**config.mk**
```make
export PLATFORM = sky130hd
export DESIGN_NAME = mlp_eval_sequencer
export DESIGN_NICKNAME = d
export VERILOG_FILES = /design/src/rtl/mlp_eval_pkg.sv /design/src/rtl/mlp_eval_sequencer_sat_counter.sv /design/src/rtl/mlp_eval_sequencer.sv
export SDC_FILE = /design/constraint.sdc
export NUM_CORES = 1
export LEC_CHECK = 0
export CORE_UTILIZATION = 25
export DETAILED_ROUTE_END_ITERATION = 8
export HOLD_SLACK_MARGIN = 0.1
export PLACE_DENSITY = 0.53
export SLEW_MARGIN = 20
export SYNTH_ARGS = -nofsm -noshare
export SYNTH_HDL_FRONTEND = slang
export SYNTH_SLANG_ARGS = --single-unit
```
**constraint.sdc**
```tcl
create_clock -name clk -period 2 [get_ports clk]
set_clock_uncertainty 0.2 [all_clocks]
set_input_delay 0.4 -clock clk [delete_from_list [all_inputs] [get_ports clk]]
set_output_delay 0.4 -clock clk [all_outputs]
set_load 0.005 [all_outputs]
```
**src/rtl/mlp_eval_pkg.sv**
```systemverilog
// Purpose: shared types, default parameters and helpers for the MLP evaluation sequencer.
// Latency: n/a (declarations only).
// Backpressure: n/a.
package mlp_eval_pkg;

  localparam int DEF_NUM_A         = 7;
  localparam int DEF_WIDTH_A       = 4;
  localparam int DEF_OUTWIDTH      = 2;
  localparam int DEF_SETTLE_CYCLES = 3;
  localparam int DEF_CNT_W         = 16;

  typedef enum logic [1:0] {
    IDLE   = 2'd0,
    SETTLE = 2'd1,
    HOLD   = 2'd2
  } state_t;

  // Extract channel idx from a sample bus laid out at the default geometry.
  function automatic logic [DEF_WIDTH_A-1:0] chan_slice(
    input logic [DEF_NUM_A*DEF_WIDTH_A-1:0] bus,
    input int                               idx
  );
    return bus[idx*DEF_WIDTH_A +: DEF_WIDTH_A];
  endfunction

endpackage

```
**src/rtl/mlp_eval_sequencer_sat_counter.sv**
```systemverilog
// Purpose: up-counter that sticks at all-ones instead of wrapping; clear beats increment.
// Latency: q updates one clock after inc/clr.
// Backpressure: none; inc is ignored once saturated.
module sat_counter #(
  parameter int CNT_W = 16
) (
  input  logic             clk,
  input  logic             rst_n,
  input  logic             inc,
  input  logic             clr,
  output logic [CNT_W-1:0] q
);

  localparam logic [CNT_W-1:0] MAX_VAL = '1;

  // Count events, holding at the maximum; a clear in the same cycle wins.
  always_ff @(posedge clk or negedge rst_n) begin
    if (!rst_n) begin
      q <= '0;
    end else if (clr) begin
      q <= '0;
    end else if (inc && (q != MAX_VAL)) begin
      q <= q + CNT_W'(1);
    end
  end

endmodule

```
**src/rtl/mlp_eval_sequencer.sv**
```systemverilog
// Purpose: feeds masked samples to a combinational classifier, samples its class after a settle time, scores it.
// Latency: r_valid rises SETTLE_CYCLES clocks after the accept edge; one sample per SETTLE_CYCLES+2 clocks.
// Backpressure: result is held until r_ready; no new sample is accepted until the result is taken.
module mlp_eval_sequencer
  import mlp_eval_pkg::*;
#(
  parameter int NUM_A         = DEF_NUM_A,
  parameter int WIDTH_A       = DEF_WIDTH_A,
  parameter int OUTWIDTH      = DEF_OUTWIDTH,
  parameter int SETTLE_CYCLES = DEF_SETTLE_CYCLES,
  parameter int CNT_W         = DEF_CNT_W
) (
  input  logic                       clk,
  input  logic                       rst_n,
  input  logic                       s_valid,
  output logic                       s_ready,
  input  logic [NUM_A*WIDTH_A-1:0]   s_data,
  input  logic [OUTWIDTH-1:0]        s_label,
  input  logic [NUM_A-1:0]           chan_mask,
  output logic [NUM_A*WIDTH_A-1:0]   mlp_inp,
  input  logic [OUTWIDTH-1:0]        mlp_out,
  output logic                       r_valid,
  input  logic                       r_ready,
  output logic [OUTWIDTH-1:0]        r_pred,
  output logic [OUTWIDTH-1:0]        r_label,
  output logic                       r_match,
  input  logic                       cnt_clr,
  output logic [CNT_W-1:0]           cnt_total,
  output logic [CNT_W-1:0]           cnt_correct,
  output logic                       busy
);

  localparam int                SW       = $clog2(SETTLE_CYCLES + 1);
  localparam logic [SW-1:0]     CNT_INIT = SW'(SETTLE_CYCLES - 1);

  state_t                     state;
  logic [SW-1:0]              settle_cnt;
  logic [OUTWIDTH-1:0]        label_q;
  logic [NUM_A*WIDTH_A-1:0]   masked;
  logic                       res_hs;

  // Disabled ADC channels are presented to the classifier as zero.
  genvar gi;
  generate
    for (gi = 0; gi < NUM_A; gi++) begin : g_mask
      assign masked[gi*WIDTH_A +: WIDTH_A] =
        chan_mask[gi] ? s_data[gi*WIDTH_A +: WIDTH_A] : '0;
    end
  endgenerate

  assign s_ready = (state == IDLE);
  assign busy    = (state != IDLE);
  assign res_hs  = r_valid && r_ready;

  // Sequencer: latch sample, count out the settle time, capture the class, hold until taken.
  always_ff @(posedge clk or negedge rst_n) begin
    if (!rst_n) begin
      state      <= IDLE;
      settle_cnt <= '0;
      label_q    <= '0;
      mlp_inp    <= '0;
      r_valid    <= 1'b0;
      r_pred     <= '0;
      r_label    <= '0;
      r_match    <= 1'b0;
    end else begin
      case (state)
        IDLE: begin
          if (s_valid) begin
            mlp_inp    <= masked;
            label_q    <= s_label;
            settle_cnt <= CNT_INIT;
            state      <= SETTLE;
          end
        end
        SETTLE: begin
          if (settle_cnt == '0) begin
            r_pred  <= mlp_out;
            r_label <= label_q;
            r_match <= (mlp_out == label_q);
            r_valid <= 1'b1;
            state   <= HOLD;
          end else begin
            settle_cnt <= settle_cnt - SW'(1);
          end
        end
        HOLD: begin
          if (r_ready) begin
            r_valid <= 1'b0;
            state   <= IDLE;
          end
        end
        default: state <= IDLE;
      endcase
    end
  end

  sat_counter #(.CNT_W(CNT_W)) u_cnt_total (
    .clk   (clk),
    .rst_n (rst_n),
    .inc   (res_hs),
    .clr   (cnt_clr),
    .q     (cnt_total)
  );

  sat_counter #(.CNT_W(CNT_W)) u_cnt_correct (
    .clk   (clk),
    .rst_n (rst_n),
    .inc   (res_hs && r_match),
    .clr   (cnt_clr),
    .q     (cnt_correct)
  );

endmodule

```
=== Word-level counts from Yosys, hierarchy flattened ===
Index checks and enable logic that the tools add are counted.

* Add/sub/neg operators: 3
* Equal/unequal tests: 9
* Multiplexer cells: 21
* Reduce and logical (&&, ||, !) cells: 16

{| class="wikitable"
|+ Operators with widths
! cell !! count
|-
| 16-bit 2-to-1 mux || 4
|-
| 16-bit by 1-bit adder with 16-bit output (second input constant) || 2
|-
| 16-bit != test (second input constant) || 2
|-
| 4-bit 2-to-1 mux || 7
|-
| 2-bit 2-to-1 mux || 5
|-
| 2-bit nonzero test || 5
|-
| 3-bit AND reduction || 3
|-
| 2-bit != test (second input constant) || 4
|-
| 2-bit case mux with 3 select lines || 1
|-
| 1-bit logical AND || 4
|-
| 2-bit logical NOT || 2
|-
| 2-bit case mux with 2 select lines || 1
|-
| 2-bit AND reduction || 2
|-
| 2-bit by 1-bit equality test with 1-bit output (second input constant) || 1
|-
| 2-bit equality test || 1
|-
| 2-bit equality test (second input constant) || 1
|-
| 1-bit 2-to-1 mux || 2
|-
| 1-bit case mux with 2 select lines || 1
|-
| 2-bit by 1-bit subtractor with 2-bit output (second input constant) || 1
|}

* Register bits after elaboration: 72
* Bits of input ports: 44
* Output and inout port bits: 68
* Logic and storage cells: 59

=== Longest topological paths before layout ===
Gate-level depths: netlist of the first run.

* Depth in word-level cells: 5
* Gate-level depth with buffers: 6
* Gate-level depth less buffers: 5

=== Cells and area by module ===
Synthesis of the first run repeated with hierarchy kept, for this count alone.

* Cells, all modules: 361
* Area total of the unflattened synthesis: 3548.4 µm²

{| class="wikitable"
|+ By module, submodules not included
! module !! instances !! cells each !! area each (µm²) !! sequential area each (µm²)
|-
| sat_counter || 2 || 98 || 942.2 || 400.4
|-
| mlp_eval_sequencer || 1 || 165 || 1664.1 || 1001.0
|}

=== Worst setup path after synthesis of the first run ===
Ideal clock, no wire load.

* Path type: register to register
* Start point: register u_cnt_total.q[3]
* End point: register u_cnt_total.q[11]
* Setup time: 125 ps
* Arrival time: 1692 ps
* Data required time: 1675 ps
* Slack: -16 ps
* Stages on the path, launching flop included: 7
* Buffers on the path: 2
* Period minus slack after synthesis: 2016 ps
* Path through: dfrtp_1 nand4_1 clkbuf_1 nor4_1 buf_2 nor4b_1 mux2_2

* Word-level cells in the longest chain between the ends: 3
* Elaborated cells between the ends (all ways): 6
* Classes of those cells: 1 x add/sub; 1 x eq/ne; 2 x mux; 2 x reduce/logical

{| class="wikitable"
|+ RTL lines
! what !! line !! text
|-
| from (decl) || mlp_eval_sequencer_sat_counter.sv:11 || <nowiki>output logic [CNT_W-1:0] q</nowiki>
|-
| from (signal assigned) || mlp_eval_sequencer_sat_counter.sv:23 || <nowiki>q <= q + CNT_W'(1);</nowiki>
|-
| 16-bit by 1-bit adder with 16-bit output or 16-bit != test (tied branches) || mlp_eval_sequencer_sat_counter.sv:23, mlp_eval_sequencer_sat_counter.sv:22 ||
|-
| 16-bit 2-to-1 mux or 1-bit logical AND (tied branches) || mlp_eval_sequencer_sat_counter.sv:22 || <nowiki>end else if (inc && (q != MAX_VAL)) begin</nowiki>
|-
| 16-bit 2-to-1 mux or 2-bit nonzero test (tied branches) || - ||
|}

Several ways; a longest one is shown, not always the timed one. The select of a mux whose other input is x is not followed.
A chain may end at the register's enable or synchronous reset.

=== Final worst setup path of the first run ===
* Start point: register u_cnt_correct.q[3]
* End point: register u_cnt_correct.q[13]

* Word-level cells in the longest chain between the ends: 3
* Elaborated cells between the ends (all ways): 6
* Classes of those cells: 1 x add/sub; 1 x eq/ne; 2 x mux; 2 x reduce/logical

{| class="wikitable"
|+ RTL lines
! what !! line
|-
| from (decl) || mlp_eval_sequencer_sat_counter.sv:11
|-
| from (signal assigned) || mlp_eval_sequencer_sat_counter.sv:23
|-
| 16-bit by 1-bit adder with 16-bit output or 16-bit != test (tied branches) || mlp_eval_sequencer_sat_counter.sv:23, mlp_eval_sequencer_sat_counter.sv:22
|-
| 16-bit 2-to-1 mux or 1-bit logical AND (tied branches) || mlp_eval_sequencer_sat_counter.sv:22
|-
| 16-bit 2-to-1 mux or 2-bit nonzero test (tied branches) || -
|}

Several ways; a longest one is shown, not always the timed one. The select of a mux whose other input is x is not followed.

==> results of run 1 <==
==> worst min path at each step <==
stage	cells after the start	from	slack [ps]	to
2_1_floorplan	0	rst_n	-100	label_q[0]$_DFFE_PN0P_
3_3_place_gp	2	rst_n	200	mlp_inp[18]$_DFFE_PN0P_
3_5_place_dp	2	rst_n	210	mlp_inp[18]$_DFFE_PN0P_
4_1_cts	2	mlp_inp[20]$_DFFE_PN0P_	280	mlp_inp[20]$_DFFE_PN0P_
5_1_grt	2	mlp_inp[9]$_DFFE_PN0P_	310	mlp_inp[9]$_DFFE_PN0P_
6_report	2	mlp_inp[2]$_DFFE_PN0P_	280	mlp_inp[2]$_DFFE_PN0P_
==> sequential cells by signal, summed over array words and instances (netlist names) <==
name / cells
r_pred: 2
r_match: 1
u_cnt_correct.q: 16
r_valid: 1
mlp_inp: 28
r_label: 2
settle_cnt: 2
label_q: 2
u_cnt_total.q: 16
state: 2
==> per-stage QoR <==
step                      util [%]  instance area (um2)  total power (W)
after floorplan                  -                 3405         0.002563
after global placement       39.00                 5165         0.003480
after detailed placement     39.00                 5165         0.003510
after CTS                    42.21                 5589         0.005477
after global routing         42.73                 5659         0.005724
final                        42.73                 5659         0.005395
==> report_power, final <==
part	switching, W	leakage [nW]	total, W	internal, W
clock	0.000657	0.165	0.00191	0.00126
combinational	0.000604	1.27	0.00150	0.000894
sequential	0.000200	0.956	0.00198	0.00178
total	0.00146	2.39	0.00540	0.00393
==> metal layers <==
layer | track usage [%] | up-vias | routed length (um)
li1 | - | 1652 | -
met1 | 17.16 | 1581 | 4233
met4 | 4.747 | 0 | 132
met2 | 21.13 | 92 | 4227
met3 | 6.081 | 16 | 733
met5 | 0 | - | 0
==> cell usage in the layout (no fill, tap or decap), drive strengths merged, types with 2 or more instances in the layout <==
master,instances
a21oi,22
nor2,15
nor4,8
dfrtp,72
o21bai,2
clkdlybuf4s50,106
clkbuf,10
ha,3
buf,68
xor2,3
mux2i,2
clkinvlp,2
nand3,11
or4,12
bufinv,3
mux2,11
o31ai,10
nand4,10
nor2b,6
nor3,4
o311ai,3
and2,3
nand2,73
dlymetal6s2s,2
or3,8
o41ai,6
inv,10
o21ai,37
and3,4
dlygate4sd2,2
==> cell usage after synthesis (2+ instances only) <==
| cell type | number | area [um2] |
|---|---|---|
| o21ai_0 | 37 | 185.2 |
| and2_1 | 2 | 12.51 |
| nor3_1 | 4 | 20.02 |
| or4_1 | 11 | 82.58 |
| or3_1 | 7 | 43.79 |
| nand3_1 | 10 | 50.05 |
| and3_1 | 3 | 18.77 |
| mux2i_1 | 2 | 20.02 |
| nand4_1 | 9 | 56.30 |
| ha_1 | 3 | 37.54 |
| inv_1 | 9 | 33.78 |
| a21oi_1 | 22 | 110.1 |
| nor4_1 | 8 | 50.05 |
| nor2b_1 | 6 | 37.54 |
| clkbuf_1 | 10 | 37.54 |
| o21bai_1 | 2 | 15.01 |
| o41ai_1 | 6 | 52.55 |
| dfrtp_1 | 72 | 1802 |
| o31ai_1 | 10 | 75.07 |
| mux2_2 | 11 | 123.9 |
| nand2_1 | 72 | 270.3 |
| o311ai_0 | 3 | 26.28 |
| xor2_1 | 3 | 26.28 |
| nor2_1 | 15 | 56.30 |
| buf_1 | 2 | 7.510 |
==> worst register-to-register path: stages, from the launching register on <==
cell	delay, ps
dfrtp_1	400
nand3_2	120
or4_4	550
or4_4	530
a21oi_2	130
==> kinds of logic (layout without fill, tap and decap cells) <==
kind of cell | count (synthesis) | after routing
muxes | 13 | 13
DFF | 72 | 72
AOI/OAI and AO/OA | 86 | 86
buffers and inverters | 22 | 204
and+or+nand+nor | 158 | 158
adders and majority gates | 3 | 3
xor gates and xnor gates | 3 | 3
==> final cells by class <==
cell class | instances | share of cell area, %
Sequential cell | 72 | 31.86
Clock inverter | 6 | 2.012
Multi-Input combinational cell | 263 | 27.81
Inverter | 9 | 0.5969
Clock buffer | 10 | 4.223
Timing Repair Buffer | 179 | 29.60
Tap cell | 176 | 3.891
==> what timing repair did <==
action	4_1_cts	5_1_grt
cloned	0	0
hold endpoints to repair	72	0
endpoints found under the setup margin	15	16
hold buffers	1	0
setup buffers	5	4
pin swaps	3	8
gates resized for setup	9	12
==> impl_metrics.json, run 1 <==
{
  "status": "completed",
  "syn_inst": 357,
  "gp_congestion": 0.8176,
  "cts_made_buffers": 9,
  "cap_violations": 0,
  "start_util_pct": 25.70,
  "grt_pass1_vias": 3154,
  "path_class": "reg2reg",
  "cp_top_family": "simple AND/OR/NAND/NOR gates",
  "multi_input_area_um2": 1574,
  "grt_max_degree": 57,
  "die_h_um": 118.7,
  "required_ps": 2070,
  "hold-worst-slack_ps": 280.5,
  "htree_levels": 3,
  "io_buffers": 111,
  "synth_top_family_by_area": "simple AND/OR/NAND/NOR gates",
  "place_inst": 689,
  "ctsLongestPathBuffers": 2,
  "synth_xor_area_share_pct": 0.7721,
  "synth-simple-area-share_pct": 23.38,
  "vias": 3341,
  "synth_seq_cells": 72,
  "grt_pass1_wl_um": 15280,
  "num_io_pins": 112,
  "root_buffer": "clkbuf_16",
  "postRouteAntennaNets": 0,
  "timing.rr.start": "u_cnt_correct.q[3]$_DFFE_PN0P_",
  "startpoint_type": "flop",
  "startpoint": "u_cnt_correct.q[3]$_DFFE_PN0P_",
  "drtIter0Drc": 94,
  "area_growth_syn_to_layout_pct": 66.29,
  "relSlewSlack_pct": 71.10,
  "peakVddDrop_mv": 0.4771,
  "row_count": 42,
  "grt_overflow_total": 0,
  "drive_above_1_share_pct": 21.52,
  "max_freq_mhz": 503.8,
  "reg2reg_slack_ps": 20,
  "track_usage_pct": 13.79,
  "fin_nets": 581,
  "synth_flop_cell": "dfrtp_1",
  "routed_wl_um": 9327,
  "clock-sinks": 72,
  "synthMuxAreaShare_pct": 4.228,
  "hold_class": "reg2reg",
  "post_synth.cell_area_avg_um2": 9.533,
  "cts_tree": "built",
  "finalHoldViolations": 0,
  "cts.clk_slew.worst_paths_ps": 60,
  "worstSetupEndpointType": "flop",
  "viasPerCell": 4.673,
  "endpoint": "u_cnt_correct.q[13]$_DFFE_PN0P_",
  "ys_warn_count": 0,
  "setup_tns_ps": 0,
  "route.detailed.drc": 0,
  "ys_seq_area_share_pct": 52.94,
  "report.final.slew_viol_count": 0,
  "worst-path-max-fanout": 4,
  "synth_edf_count": 0,
  "dr.pass1.iters": 5,
  "arrival_ps": 2060,
  "chipWidth_um": 118.7,
  "crit_path_max_incr_delay_ps": 540,
  "synthArstFlopShare_pct": 100.0,
  "cp_num_cells": 4,
  "synth_cell_types": 43,
  "final_cells": 715,
  "insertion_delay_ps": 340,
  "powerDensity_nw_per_um2": 953.3,
  "slowest_stage": "or4_4",
  "pre_cts_slack_ps": -499.6,
  "layout.area.seq_um2": 1803,
  "antenna_found_initial": 0,
  "fillerInstances": 1312,
  "core_um2": 13240,
  "min_period_ps": 1985,
  "path_common_cell": "or4_4",
  "r2r-end": "u_cnt_correct.q[13]$_DFFE_PN0P_",
  "syn_nets": 404,
  "setup_viol": 0,
  "n_antenna_cell": 0,
  "wire_per_inst_um": 13.04,
  "fp.dieArea_um2": 14080,
  "cp_cell_sequence": "nand3_2 > or4_4 > or4_4 > a21oi_2",
  "syn_area_um2": 3403,
  "leakage_nw": 2.393,
  "rsz0062_at_grt": "yes",
  "synthAdderAreaFrac_pct": 1.103,
  "cp.buffers_inverters": 0,
  "post-route-period-util_pct": 99.24,
  "reg2regPathDepth": 4,
  "worstMarginPinSlew_ps": 428.8,
  "synth_compound_area_share_pct": 15.11,
  "fin_ws_ps": 15.16,
  "dp_hpwl_um": 7050
}
Note: power is estimated with default switching activity, not from simulation.
==> run 2, diff against run 1 <==
Settings changed: CORE_ASPECT_RATIO from default to 0.9.
==> run 2 against run 1 <==
  * The run now ends with design-rule violations left
  * Clock-buffer cell count is 3 higher
  * Non-clock buffer count increased by 2
  * Sequential share of layout area up 0.16 points
  * Worst hold slack got worse by 6.1 ps
  * Flip-flop and latch count unchanged
  * Wire length up 3.6%
  * Global-route usage up 0.51 points
  * Critical endpoint unchanged
==> impl_metrics.json, run 2 (same netlist as run 1, synthesis figures left out) <==
{
  "cap_violations": 0,
  "start_util_pct": 25.56,
  "p_comb_share_pct": 31.2,
  "wire_per_inst_um": 13.63,
  "setup_tns_ps": 0,
  "rsz0062_at_grt": "yes",
  "worstSetupEndpointType": "flop",
  "viasPerCell": 4.708,
  "htree_levels": 3,
  "max_freq_mhz": 500.7,
  "dp_hpwl_um": 7122,
  "report.final.slew_viol_count": 0,
  "cts.clk_slew.worst_paths_ps": 60,
  "startpoint": "u_cnt_correct.q[4]$_DFFE_PN0P_",
  "timing.rr.start": "u_cnt_correct.q[4]$_DFFE_PN0P_",
  "power_frac_seq_pct": 39.5,
  "leakage_nw": 2.377,
  "grt_pass1_vias": 3229,
  "holdPathStages": 2,
  "n_antenna_cell": 0,
  "grt_overflow_total": 0,
  "antenna_found_initial": 0,
  "placed_area_um2": 5162,
  "startpoint_type": "flop",
  "post-route-period-util_pct": 99.86,
  "route.detailed.drc": 4,
  "post-route-cell-area_um2": 5630,
  "clock-sinks": 72,
  "drtIter0Drc": 128,
  "fillerInstances": 1322,
  "dr.pass1.iters": 8,
  "p_switching_w": 0.001436,
  "core_um2": 13310,
  "powerDensity_nw_per_um2": 888.6,
  "chipWidth_um": 125.0,
  "final_common_cell": "clkdlybuf4s50_1",
  "required_ps": 2070,
  "arrival_ps": 2070,
  "hold_class": "reg2reg",
  "peakVddDrop_mv": 0.4959,
  "switching_share_pct": 28.69,
  "worst-path-max-fanout": 5,
  "hold_end": "mlp_inp[20]$_DFFE_PN0P_",
  "die_h_um": 112.7,
  "top_regs": "mlp_inp x28, u_cnt_correct.q x16, u_cnt_total.q x16",
  "routed_wl_um": 9667,
  "gp_congestion": 0.7718,
  "r2r-end": "u_cnt_correct.q[13]$_DFFE_PN0P_",
  "cts_made_buffers": 9,
  "final_cells": 709,
  "track_usage_pct": 14.30,
  "worstMarginPinSlew_ps": 505.8,
  "root_buffer": "clkbuf_16",
  "relSlewSlack_pct": 66.28,
  "drive_above_1_share_pct": 22.00,
  "grt_pass1_wl_um": 15790,
  "area_growth_syn_to_layout_pct": 65.44,
  "status": "finished with violations",
  "place_inst": 682,
  "final_cell_mix": "clkdlybuf4s50_1, nand2_1, dfrtp_1",
  "vias": 3338,
  "path_class": "reg2reg",
  "insertion_delay_ps": 340,
  "regMostFlops": "mlp_inp",
  "setup_viol": 0,
  "violations": "design-rule violations",
  "clkPwrFrac_pct": 29.3,
  "io_buffers": 111,
  "hp-start": "mlp_inp[20]$_DFFE_PN0P_",
  "fp.dieArea_um2": 14080,
  "row_count": 40,
  "fin_nets": 583,
  "grt_max_degree": 57,
  "min_period_ps": 1997,
  "postRouteAntennaNets": 0,
  "intPower_w": 0.003568,
  "reg2regPathDepth": 4,
  "finalHoldViolations": 0,
  "reg2reg_slack_ps": 3,
  "ctsLongestPathBuffers": 2,
  "cts_tree": "built",
  "largest_register_ffs": 28,
  "num_io_pins": 112
}
==> run 2: cell count changes in the layout (fill, tap and decap cells not counted), sizes merged, moves of 2 or more <==
cell / change
bufinv: -3
clkbuf: +3
clkinv: +2
dlygate4sd2: +2
dlymetal6s2s: -2
==> run 2: how the worst max path moves through the flow <==
stage / end / cells past startpoint
global route: u_cnt_correct.q[13]$_DFFE_PN0P_ / 4
global placement: u_cnt_correct.q[13]$_DFFE_PN0P_ / 5
detailed placement: u_cnt_total.q[11]$_DFFE_PN0P_ / 6
floorplan: u_cnt_correct.q[13]$_DFFE_PN0P_ / 4
finish: u_cnt_correct.q[13]$_DFFE_PN0P_ / 4
CTS: u_cnt_correct.q[12]$_DFFE_PN0P_ / 5
==> run 2: final cells by class <==
class	count	area (um2)	share of cell area, %
Clock inverter	3	17.52	0.3111
Inverter	9	33.78	0.6000
Timing Repair Buffer	181	1698	30.16
Tap cell	168	210.2	3.733
Clock buffer	13	250.2	4.444
Sequential cell	72	1803	32.02
Multi-Input combinational cell	263	1618	28.73
==> run 2: routing by layer <==
metal	track usage (%)	routed length, um	up-vias	part of all wire [%]
li1	-	-	1666	-
met2	21.82	4268	98	44
met5	0	0	-	0
met3	6.768	792	10	8.2
met1	17.73	4511	1564	47
met4	4.797	95	0	0.98
==> run 2: power groups by stage <==
stage | logic (W) | registers [W] | clock network, W
4_1_cts | 0.00158 | 0.00198 | 0.00153
5_1_grt | 0.00172 | 0.00202 | 0.00159
6_report | 0.00156 | 0.00197 | 0.00147
3_3_place_gp | 0.00155 | 0.00198 | 0
2_1_floorplan | 0.000544 | 0.00202 | 0
3_5_place_dp | 0.00157 | 0.00199 | 0
==> run 2: metrics by stage <==
stage	hold slack [ps]	utilization (%)	worst slack, ps	power [W]
after CTS	282.3	41.13	3.219	0.005087
after floorplan	-95.59	-	1.444	0.002563
after detailed placement	202.2	38.78	-508.5	0.003557
after global routing	308.9	42.29	-56.72	0.005330
final	274.4	42.29	2.718	0.005003
after global placement	188.2	38.78	-468.1	0.003522
==> run 2: repair_timing <==
item                                    CTS  global route
endpoints found under the hold margin    17             0
endpoints found under the setup margin   18            14
hold buffers                              1             0
setup buffers                             1             8
gates resized for setup                  12            18
pin swaps                                 3             6
cloned                                    0             1
==> run 2: critical path, stage by stage (launching register included) <==
cell and delay [ps]:
dfrtp_2 410, nand3_2 110, or4_4 560, or4_4 530
a21oi_2 120
